**config.mk**
```make
export PLATFORM = sky130hd
export DESIGN_NAME = fifo_in
export DESIGN_NICKNAME = d
export VERILOG_FILES = /design/src/rtl/aes_fifo_pkg.sv /design/src/rtl/fifo_in_word_packer.sv /design/src/rtl/fifo_in.sv
export SDC_FILE = /design/constraint.sdc
export NUM_CORES = 1
export LEC_CHECK = 0
export CORE_AREA = 2 2 129 256
export DETAILED_ROUTE_END_ITERATION = 6
export DIE_AREA = 0 0 131 258
export PLACE_DENSITY = 0.84
export SLEW_MARGIN = 30
export SYNTH_ARGS = -nofsm -noshare
export SYNTH_HDL_FRONTEND = slang
export SYNTH_SLANG_ARGS = --single-unit
export TNS_END_PERCENT = 30
```
**constraint.sdc**
```tcl
create_clock -name clk -period 9.8 [get_ports clk]
set_clock_uncertainty 0.05 [all_clocks]
set_input_delay 1.96 -clock clk [delete_from_list [all_inputs] [get_ports clk]]
set_output_delay 1.96 -clock clk [all_outputs]
set_load 0.1 [all_outputs]
```
**src/rtl/aes_fifo_pkg.sv**
```systemverilog
// Shared widths and packer state encoding for the AES input/output FIFOs.
package aes_fifo_pkg;

    localparam int unsigned WORD_W          = 32;
    localparam int unsigned BLOCK_W         = 128;
    localparam int unsigned WORDS_PER_BLOCK = 4;
    localparam int unsigned PARTIAL_W       = BLOCK_W - WORD_W;

    typedef logic [WORD_W-1:0]  word_t;
    typedef logic [BLOCK_W-1:0] block_t;

    // Index of the next word to be placed in the block being assembled.
    typedef enum logic [1:0] {
        WORD0 = 2'd0,
        WORD1 = 2'd1,
        WORD2 = 2'd2,
        WORD3 = 2'd3
    } packer_state_e;

endpackage

```
**src/rtl/fifo_in_word_packer.sv**
```systemverilog
// Collects four 32-bit words, first word most significant, into one 128-bit block.
module word_packer
    import aes_fifo_pkg::*;
(
    input  logic   clk,
    input  logic   n_rst,
    input  logic   push,
    input  word_t  word,
    output block_t block,
    output logic   block_valid
);

    packer_state_e              state;
    packer_state_e              state_next;
    logic [PARTIAL_W-1:0]       partial;

    always_ff @(posedge clk) begin
        if (!n_rst) begin
            state <= WORD0;
        end else begin
            state <= state_next;
        end
    end

    always_comb begin
        state_next = state;
        if (push) begin
            case (state)
                WORD0:   state_next = WORD1;
                WORD1:   state_next = WORD2;
                WORD2:   state_next = WORD3;
                WORD3:   state_next = WORD0;
                default: state_next = WORD0;
            endcase
        end
    end

    // The final word bypasses the partial register so the block commits on its own edge.
    always_comb begin
        block_valid = push && (state == WORD3);
        block       = {partial, word};
    end

    always_ff @(posedge clk) begin
        if (!n_rst) begin
            partial <= '0;
        end else if (push) begin
            case (state)
                WORD0:   partial[PARTIAL_W-1 -: WORD_W]          <= word;
                WORD1:   partial[PARTIAL_W-1-WORD_W -: WORD_W]   <= word;
                WORD2:   partial[PARTIAL_W-1-2*WORD_W -: WORD_W] <= word;
                default: partial                                 <= partial;
            endcase
        end
    end

endmodule

```
**src/rtl/fifo_in.sv**
```systemverilog
// Word-to-block packer feeding a DEPTH-entry queue of 128-bit blocks for the cipher core.
module fifo_in
    import aes_fifo_pkg::*;
#(
    parameter  int unsigned DEPTH = 2,
    localparam int unsigned CNT_W = $clog2(DEPTH + 1),
    localparam int unsigned PTR_W = (DEPTH > 1) ? $clog2(DEPTH) : 1
) (
    input  logic               clk,
    input  logic               n_rst,
    input  logic               write_en,
    input  logic [WORD_W-1:0]  data_in,
    input  logic               read_en,
    output logic [BLOCK_W-1:0] data_out,
    output logic               fifo_empty,
    output logic               fifo_full,
    output logic [CNT_W-1:0]   block_count
);

    block_t             slots [DEPTH];
    logic [PTR_W-1:0]   wr_ptr;
    logic [PTR_W-1:0]   rd_ptr;
    logic               wr_ok_c;
    logic               rd_ok_c;
    logic               commit_c;
    block_t             block_c;
    logic [CNT_W-1:0]   count_next_c;

    function automatic logic [PTR_W-1:0] ptr_inc(input logic [PTR_W-1:0] p);
        return (p == PTR_W'(DEPTH - 1)) ? '0 : p + PTR_W'(1);
    endfunction

    // Acceptance uses the registered flags only.
    always_comb begin
        wr_ok_c = write_en && !fifo_full;
        rd_ok_c = read_en && !fifo_empty;
    end

    word_packer u_packer (
        .clk         (clk),
        .n_rst       (n_rst),
        .push        (wr_ok_c),
        .word        (data_in),
        .block       (block_c),
        .block_valid (commit_c)
    );

    always_comb begin
        count_next_c = block_count;
        if (commit_c && !rd_ok_c) begin
            count_next_c = block_count + CNT_W'(1);
        end else if (!commit_c && rd_ok_c) begin
            count_next_c = block_count - CNT_W'(1);
        end
    end

    // Slot storage carries no reset; contents are meaningless until committed.
    always_ff @(posedge clk) begin
        if (commit_c) begin
            slots[wr_ptr] <= block_c;
        end
    end

    always_ff @(posedge clk) begin
        if (!n_rst) begin
            wr_ptr      <= '0;
            rd_ptr      <= '0;
            data_out    <= '0;
            block_count <= '0;
            fifo_empty  <= 1'b1;
            fifo_full   <= 1'b0;
        end else begin
            if (commit_c) begin
                wr_ptr <= ptr_inc(wr_ptr);
            end
            if (rd_ok_c) begin
                data_out <= slots[rd_ptr];
                rd_ptr   <= ptr_inc(rd_ptr);
            end
            block_count <= count_next_c;
            fifo_empty  <= (count_next_c == '0);
            fifo_full   <= (count_next_c == CNT_W'(DEPTH));
        end
    end

endmodule

```
* Yosys cells after proc, flatten, opt, wreduce, memory -nomap -nowiden *
Memories as Yosys holds them, arrays and structs flattened. A register that Yosys moved wholly into a read port is not among the register bits.
Index checks and enable logic that the tools add are counted.

cells by class
  add/sub/neg operators = 4
  multiply operators = 0
  divide/modulo/power cells = 0
  magnitude comparators = 0
  equality and inequality tests = 4
  shift operators = 0
  muxes and demuxes = 7
  bitwise gates (word level) = 0
  reduce and logical (&&, ||, !) cells = 15

operators with widths
  operator                                          count
  one-hot mux 2 bit (4 select lines)                1
  == test 2 bit, second input constant              3
  AND reduction 2 bit                               3
  logical AND 1 bit                                 5
  zero test 1 bit                                   5
  zero test 2 bit                                   2
  2-to-1 mux 1 bit                                  4
  2-to-1 mux 2 bit                                  2
  adder 1 bit, second input constant                2
  adder 2 x 1 -> 2 bit, second input constant       1
  == test 2 x 1 -> 1 bit, second input constant     1
  subtractor 2 x 1 -> 2 bit, second input constant  1

word-level totals
  bits in registers = 104
  bits in latches = 0
  bits in writable memories = 256
  bits in read-only memories = 0
  input bits = 36
  output and inout bits = 132
  memories = 1

memories
  name   words  width  read ports  clocked after memory_dff  write ports  RTL line       source
  slots  2      128    1           1                         1            fifo_in.sv:20  block_t slots [DEPTH];

* Logic depth before layout (Yosys ltp) *
Gate-level depths: netlist of run 1.

  word-level depth = 8
  mapped depth = 7

* Hierarchy *
A second synthesis of run 1 with hierarchy kept.

second synthesis, totals
  cells, all modules = 1254
  area, all modules = 18024.8 µm²

modules (own cells, without submodules)
  module       instances  cells each  area an instance (µm²)  seq. area each (µm²)
  fifo_in      1          861         14063.5                 10369.9
  word_packer  1          393         3961.3                  1961.9

* Worst setup path after synthesis of run 1 *
OpenSTA, ideal clock, no wires.

  kind = input-to-reg
  start point = in write_en
  end point = mem slots[0][0] (netlist bit) (enable)
  setup time = 619 ps
  data arrival time = 7511 ps
  slack = 1620 ps
  stages = 2
  path buffers = 0
  cells stage by stage = nand3b_2 -> nor2_1

on the way
  cells in the longest elaborated chain, start to end = 4

ends and longest elaborated chain
  element                                 RTL line                   source
  from (decl)                             fifo_in.sv:11              input logic write_en,
  logical AND 1 bit                       fifo_in.sv:35              wr_ok_c = write_en && !fifo_full;
  logical AND 1 bit                       fifo_in_word_packer.sv:40  block_valid = push && (state == WORD3);
  2-to-1 mux 1 bit                        fifo_in.sv:59              if (commit_c) begin
  2-to-1 mux 1 bit (implied by the code)  fifo_in.sv:60              slots[wr_ptr] <= block_c;
  to (decl)                               fifo_in.sv:20

No other way between the ends.

* Worst setup path after layout of run 1 *
  start point = reg data_out[55] (read register of slots)
  end point = out data_out[55]

RTL lines
  element      RTL line       source
  from (decl)  fifo_in.sv:14  output logic [BLOCK_W-1:0] data_out,

No word-level cell between the ends.

==> results of run 1 <==
## synthesized netlist by cell type (all sizes together)
| cell | number | area, sq um |
|---|---|---|
| clkbuf | 19 | 72.6 |
| xnor2 | 2 | 25.0 |
| o211a | 129 | 1290 |
| nor2b | 3 | 26.3 |
| a21oi | 1 | 5.00 |
| nor3 | 1 | 5.00 |
| ha | 5 | 62.6 |
| o21ai | 1 | 5.00 |
| edfxtp | 256 | 7690 |
| inv | 2 | 7.51 |
| o31ai | 1 | 7.51 |
| mux2i | 129 | 1290 |
| o22ai | 2 | 12.5 |
| o211ai | 1 | 7.51 |
| nand2 | 328 | 1230 |
| dfxtp | 232 | 4640 |
| nor2 | 3 | 11.3 |
| xor2 | 1 | 8.76 |
| and2 | 6 | 43.8 |
| o21a | 1 | 7.51 |
| buf | 73 | 477 |
| nand3b | 2 | 18.8 |
| a21o | 1 | 7.51 |
| a21boi | 96 | 946 |
| and3 | 2 | 13.8 |
| nand2b | 2 | 12.5 |
## metrics by stage
step,instances,setup slack [ns],utilization
final,1885,5.57,0.655
after global routing,1885,5.45,0.655
after CTS,1882,5.43,0.653
after detailed placement,1811,4.87,0.615
after global placement,1811,4.92,0.615
after floorplan,1299,1.62,-
## cell type report
cell class | count | area [sq um] | area share
sequential | 488 | 12300 | 0.589
multi-input combinational | 717 | 5060 | 0.242
timing repair buffer | 178 | 1780 | 0.0847
clock buffer | 57 | 1130 | 0.0540
tap | 427 | 534 | 0.0255
clock inverter | 14 | 98.8 | 0.00472
inverter | 2 | 7.51 | 0.000358
antenna | 2 | 5.00 | 0.000239
## placed cells by master, fill, tap and decap left out, drive strengths merged, types with 4 or more instances in the layout
master         synthesis  routed
edfxtp               256     256
buf                   73      15
clkdlybuf4s50          0     163
clkbuf                19      57
and2                   6       6
o211a                129     129
dfxtp                232     232
mux2i                129     129
clkinv                 0      11
ha                     5       5
nand2                328     328
a21boi                96      96
inv                    2       4
## metal layers
layer  track usage  up-vias  part of all wire
met5             0        -                 0
met1         0.257     5043              0.37
li1              -     4879                 -
met2         0.365      332              0.52
met3        0.0284      120             0.047
met4         0.146        0             0.069
## registers in the layout (all words and copies together) (netlist names)
name              flops
u_packer.partial     96
u_packer.state        2
block_count           2
slots               256
wr_ptr                1
fifo_full             1
data_out            128
rd_ptr                1
fifo_empty            1
## path summary, 6_finish.rpt
path / startpoint / endpoint / slack, ns / cells after the start
max: data_out[55]$_SDFFE_PN0P_ / data_out[55] / 5.57 / 1
min: u_packer.partial[17]$_SDFFE_PN0P_ / slots[0][49]$_DFFE_PP_ / 0.40 / 0
max reg2reg: u_packer.state[0]$_SDFFE_PN0P_ / slots[0][59]$_DFFE_PP_ / 7.06 / 5
min reg2reg: u_packer.partial[17]$_SDFFE_PN0P_ / slots[0][49]$_DFFE_PP_ / 0.40 / 0
## where the power goes
group          internal, W  total, W  switching [W]  leakage [nW]
registers          0.00221   0.00225      0.0000446          4.26
logic             0.000151  0.000571       0.000420          3.44
clock network     0.000834   0.00153       0.000694         0.618
total              0.00319   0.00435        0.00116          8.32
## cells by family (layout without fill, tap and decap cells)
logic type	Yosys count	in the layout	synth area share
DFF	488	488	0.688
and+or+nand+nor	347	347	0.0760
AOI/OAI and AO/OA	233	233	0.128
muxes	129	129	0.0720
buffers and inverters	94	251	0.0311
adders and majority gates	5	5	0.00349
xor gates and xnor gates	3	3	0.00188
other	0	2	0
==> results.cfg, run 1 <==
[yosys]
synth_cell_types = 38
syn_area_per_cell_sq_um = 13.8
synth-seq-cells = 488
synth_area_sq_um = 17900
synthCells = 1299
ys_seq_area_frac = 0.688
yosysWarnings = 0
syn_nets = 1340

[critical_path]
crit_slowest_cell = clkdlybuf4s50_1
worstPathCellList = clkdlybuf4s50_1
cp-end-kind = output port
cp_top_family = buffers and inverters
cp.required_ns = 7.79
path_class = flop to output port
crit_fanout = 2
critPathBufInv = 1
arrival_ns = 2.22
max_stage_delay_ns = 1.20
cp-start-kind = flop

[min_path]
hp-class = flop to flop

[cts]
cts_buffer_depth = 3
cts_made_buffers = 39
h-tree-depth = 2
cts_tree = yes
post_cts_buffers = 0
cts_resized = 0
cts_root_buf = clkbuf_16
clkSlewWorstSetupHoldPaths_ns = 0.07
cts_sinks = 488
insertion_delay_ns = 0.54
postCtsHoldBufs = 0

[route]
antenna_left = 0
dr.first_iter.drc_count = 738
first_pass_iters = 5
vias = 10400
drc_errors = 0
wirelength_mm = 36.6
viasPerCell = 5.50
drt-wirelength-per-cell_um = 19.4

[sta]
period_share = 0.431
setup_violations = 0
worstMarginPinSlew_ns = 1.01
setup_tns_ns = 0
hold_viol = 0
slew_headroom = 0.325
rsz0062_at_grt = false
period_needed_ns = 4.23
fmax_mhz = 236
maxSlewViolCount = 0
whs_ns = 0.397

[status]
status = finished, final reports clean

[finish]
design_area_sq_um = 21000
fin_nets = 1467
num-fill-cells = 2274
area_growth_pct = 16.9
drive_gt1_frac = 0.101

[global_route]
antenna_found_initial = 2
first_global_vias = 10300
grt_max_degree = 123
grt-ovfl-total = 0
grt_pass1_wl_mm = 56.4
grt_usage = 0.218

[die]
die_y_um = 258
initial_core_util = 0.560
die_w_um = 131
io_pins = 168
die_area_sq_um = 33800
rows = 93
core-area_sq_um = 32000

[placed_design]
portBuffers = 167
placed_area_sq_um = 19700
hpwl_mm = 22.6
gp_congestion = 0.777

[power_and_ir_drop]
p_leak_nw = 8.32
p_per_area_nw_per_um2 = 208
peakVddDrop_mv = 0.163
power_w = 0.00435

[job]
drv_cap = 0
Note: power is estimated with default switching activity, not from simulation.
==> inputs of run 2 (changes only) <==
==> constraint.sdc (replaced) <==
create_clock -name clk -period 3.9 [get_ports clk]
set_clock_uncertainty 0.05 [all_clocks]
set_input_delay 0.78 -clock clk [delete_from_list [all_inputs] [get_ports clk]]
set_output_delay 0.78 -clock clk [all_outputs]
set_load 0.1 [all_outputs]
==> results.cfg, run 2 (synthesis gave the netlist of run 1 again) <==
[die]
die_y_um = 258
io_pins = 168
rows = 93
initial_core_util = 0.560
die_area_sq_um = 33800
core-area_sq_um = 32000
die_w_um = 131

[finish]
final_common_cell = nand2_1
largest_register_ff_count = 256
final_cell_mix = 327 x nand2_1, 256 x edfxtp_1, 231 x dfxtp_1
largestRegisters = slots x256, data_out x128, u_packer.partial x96
fin_util = 0.663
fin_nets = 1474
drive_gt1_frac = 0.106
design_area_sq_um = 21200
area_growth_pct = 18.3
top_register = slots
num-fill-cells = 2186

[critical_path]
cp.required_ns = 3.07
max_stage_delay_ns = 1.20
cp-end-kind = output port
worstPathCellList = clkdlybuf4s50_1
crit_slowest_cell = clkdlybuf4s50_1
cp_top_family = buffers and inverters
cp-start-kind = flop
path_class = flop to output port
crit_fanout = 8
arrival_ns = 2.20
critPathBufInv = 1

[global_route]
grt-ovfl-total = 0
grt_usage = 0.222
grt_pass1_wl_mm = 57.9
first_global_vias = 10500
grt_max_degree = 138
antenna_found_initial = 1

[route]
dr.first_iter.drc_count = 610
first_pass_iters = 5
wirelength_mm = 37.3
top_layer_used = met4
drt-wirelength-per-cell_um = 19.7
viasPerCell = 5.53
wl_met3_mm = 1.76
antenna_left = 0
vias = 10500
wl_met1_mm = 13.9
wl_met2_mm = 20.1
drc_errors = 0

[sta]
fmax_mhz = 330
setup_violations = 0
period_needed_ns = 3.03
slew_headroom = 0.319
maxSlewViolCount = 0
rsz0062_at_grt = false
setup_slack_ns = 0.867
period_share = 0.778
worstMarginPinSlew_ns = 1.02
hold_viol = 0
setup_tns_ns = 0

[cts]
cts_sinks = 488
insertion_delay_ns = 0.55
post_cts_buffers = 0
cts_tree = yes
cts_made_buffers = 39
clkSlewWorstSetupHoldPaths_ns = 0.07
cts_root_buf = clkbuf_16
cts_buffer_depth = 3
h-tree-depth = 2
postCtsHoldBufs = 0
cts_resized = 0

[placed_design]
placed_area_sq_um = 19800
gp_congestion = 0.784
hpwl_mm = 23.8
portBuffers = 167
dp_worst_setup_slack_ns = 1.12

[min_path]
hp-class = flop to flop

[status]
status = finished, final reports clean

[power_and_ir_drop]
peakVddDrop_mv = 0.458
p_per_area_nw_per_um2 = 533
p_leak_nw = 8.41

[job]
drv_cap = 0
run 2: changes by cell type in the layout (fill, tap and decap cells not counted), sizes merged:
cell,previous run,this run
bufinv,1,5
buf,15,22
inv,4,3
diode,2,1
clkinv,11,10
clkinvlp,0,2
clkbuf,57,53
run 2: area by class of cell:
class,count,area [sq um],share of cell area
clock buffer,53,1140,0.0539
timing repair buffer,185,1890,0.0889
sequential,488,12300,0.582
inverter,2,7.51,0.000354
tap,427,534,0.0252
antenna,1,2.50,0.000118
multi-input combinational,717,5060,0.239
clock inverter,18,231,0.0109
run 2: worst paths after layout:
path / startpoint / endpoint / slack [ns] / cells past startpoint
worst max-delay path: block_count[0]$_SDFF_PN0_ / block_count[0] / 0.87 / 1
worst min-delay path: u_packer.partial[38]$_SDFFE_PN0P_ / slots[1][70]$_DFFE_PP_ / 0.40 / 0
worst max register to register: rd_ptr$_SDFFE_PN0P_ / data_out[94]$_SDFFE_PN0P_ / 1.72 / 4
worst min register to register: u_packer.partial[38]$_SDFFE_PN0P_ / slots[1][70]$_DFFE_PP_ / 0.40 / 0
run 2: power breakdown:
part           leakage (nW)  switching [W]  internal (W)
Combinational          3.48        0.00105      0.000386
Clock                 0.672        0.00179       0.00241
Sequential             4.26       0.000119       0.00555
Total                  8.41        0.00296       0.00835
run 2: metal layers:
layer	track usage	up-vias
li1	-	4898
met1	0.262	5114
met2	0.397	346
met3	0.0290	101
met4	0.0981	0
met5	0	-
run 2: stage by stage:
| stage | hold slack (ns) | cells | power, W |
|---|---|---|---|
| finish | 0.400 | 1891 | 0.0113 |
| global route | 0.414 | 1891 | 0.0116 |
| CTS | 0.404 | 1890 | 0.0114 |
| detailed placement | 0.389 | 1819 | 0.00722 |
| global placement | 0.380 | 1819 | 0.00719 |
| floorplan | 0.375 | 1299 | 0.00686 |
==> inputs of run 3 (changes only) <==
==> constraint.sdc (replaced) <==
create_clock -name clk -period 3.2 [get_ports clk]
set_clock_uncertainty 0.05 [all_clocks]
set_input_delay 0.64 -clock clk [delete_from_list [all_inputs] [get_ports clk]]
set_output_delay 0.64 -clock clk [all_outputs]
set_load 0.1 [all_outputs]
==> results.cfg, run 3 (synthesis gave the netlist of run 1 again) <==
[status]
status = finished, final reports clean

[sta]
maxSlewViolCount = 0
slew_headroom = 0.445
fmax_mhz = 480
setup_violations = 0
rsz0062_at_grt = false
hold_viol = 0
whs_ns = 0.394
worstMarginPinSlew_ns = 0.829
period_needed_ns = 2.08
setup_tns_ns = 0
period_share = 0.651
setup_slack_ns = 1.12

[cts]
postCtsHoldBufs = 0
cts_resized = 0
h-tree-depth = 2
cts_buffer_depth = 3
insertion_delay_ns = 0.54
post_cts_buffers = 0
cts_sinks = 488
cts_made_buffers = 40
clkSlewWorstSetupHoldPaths_ns = 0.07
cts_tree = yes
cts_root_buf = clkbuf_16

[critical_path]
crit_fanout = 43
worstPathCellList = clkdlybuf4s50_1 -> nor2b_4 -> and3_4 -> buf_12
max_stage_delay_ns = 0.54
cp-end-kind = flop
critPathBufInv = 2
cp.required_ns = 3.37
cp_top_family = buffers and inverters
cp-start-kind = input port
crit_slowest_cell = clkdlybuf4s50_1
path_class = input port to flop
arrival_ns = 2.25

[power_and_ir_drop]
power_w = 0.0139
p_leak_nw = 8.75
peakVddDrop_mv = 0.539
p_per_area_nw_per_um2 = 658

[placed_design]
dp_worst_setup_slack_ns = 0.571
portBuffers = 167
hpwl_mm = 24.2
gp_congestion = 0.811

[finish]
fin_util = 0.659
largestRegisters = slots x256, data_out x128, u_packer.partial x96
top_register = slots
area_growth_pct = 17.6
final_cell_mix = 327 x nand2_1, 256 x edfxtp_1, 230 x dfxtp_1
largest_register_ff_count = 256
final_common_cell = nand2_1
multiInputGateArea_sq_um = 5070
seq_area_sq_um = 12300
drive_gt1_frac = 0.197
num-fill-cells = 2161
fin_nets = 1481

[global_route]
first_global_vias = 10700
grt_max_degree = 92
grt_pass1_wl_mm = 58.0
grt-ovfl-total = 0
antenna_found_initial = 3
grt_usage = 0.225

[die]
die_area_sq_um = 33800
initial_core_util = 0.560
io_pins = 168
die_y_um = 258
core-area_sq_um = 32000
die_w_um = 131
rows = 93

[route]
drt-wirelength-per-cell_um = 19.8
first_pass_iters = 5
dr.first_iter.drc_count = 655
viasPerCell = 5.51
drc_errors = 0
vias = 10500
antenna_left = 0
wirelength_mm = 37.7

[min_path]
hp-class = flop to flop

[job]
drv_cap = 0
==> run 3: cell count changes in the layout (fill, tap and decap cells not counted), sizes merged <==
| cell | change |
|---|---|
| buf | +135 |
| clkinv | -2 |
| clkdlybuf4s50 | -129 |
| diode | +3 |
| bufinv | +3 |
==> run 3: final timing paths <==
| path | start | end | slack (ns) | depth (start not counted) |
|---|---|---|---|---|
| min | u_packer.partial[53]$_SDFFE_PN0P_ | slots[1][85]$_DFFE_PP_ | 0.39 | 0 |
| min reg2reg | u_packer.partial[53]$_SDFFE_PN0P_ | slots[1][85]$_DFFE_PP_ | 0.39 | 0 |
| max | write_en | slots[1][14]$_DFFE_PP_ | 1.12 | 4 |
| max reg2reg | u_packer.state[0]$_SDFFE_PN0P_ | slots[0][87]$_DFFE_PP_ | 1.26 | 4 |
==> run 3: stage by stage <==
step | std cells | instance area [sq um]
after floorplan | 1299 | 17900
after global placement | 1825 | 19700
after detailed placement | 1825 | 19700
after CTS | 1897 | 21100
after global routing | 1901 | 21100
final | 1901 | 21100
==> run 3: power by group <==
part | switching [W] | total (W) | internal [W] | leakage, nW
logic | 0.00129 | 0.00173 | 0.000444 | 3.81
clock network | 0.00214 | 0.00525 | 0.00310 | 0.684
registers | 0.000141 | 0.00691 | 0.00676 | 4.26
==> run 3: final cells by class <==
| cell class | count | share of cell area |
|---|---|---|
| Antenna cell | 4 | 0.000475 |
| Clock buffer | 53 | 0.0527 |
| Clock inverter | 19 | 0.0145 |
| Inverter | 2 | 0.000356 |
| Multi-Input combinational cell | 717 | 0.240 |
| Sequential cell | 488 | 0.585 |
| Tap cell | 427 | 0.0253 |
| Timing Repair Buffer | 191 | 0.0811 |
==> run 3: metal layers <==
layer / track usage / up-vias / part of all wire
li1: - / 4923 / -
met5: 0 / - / 0
met3: 0.0284 / 104 / 0.045
met1: 0.253 / 5117 / 0.36
met4: 0.133 / 0 / 0.056
met2: 0.400 / 339 / 0.54
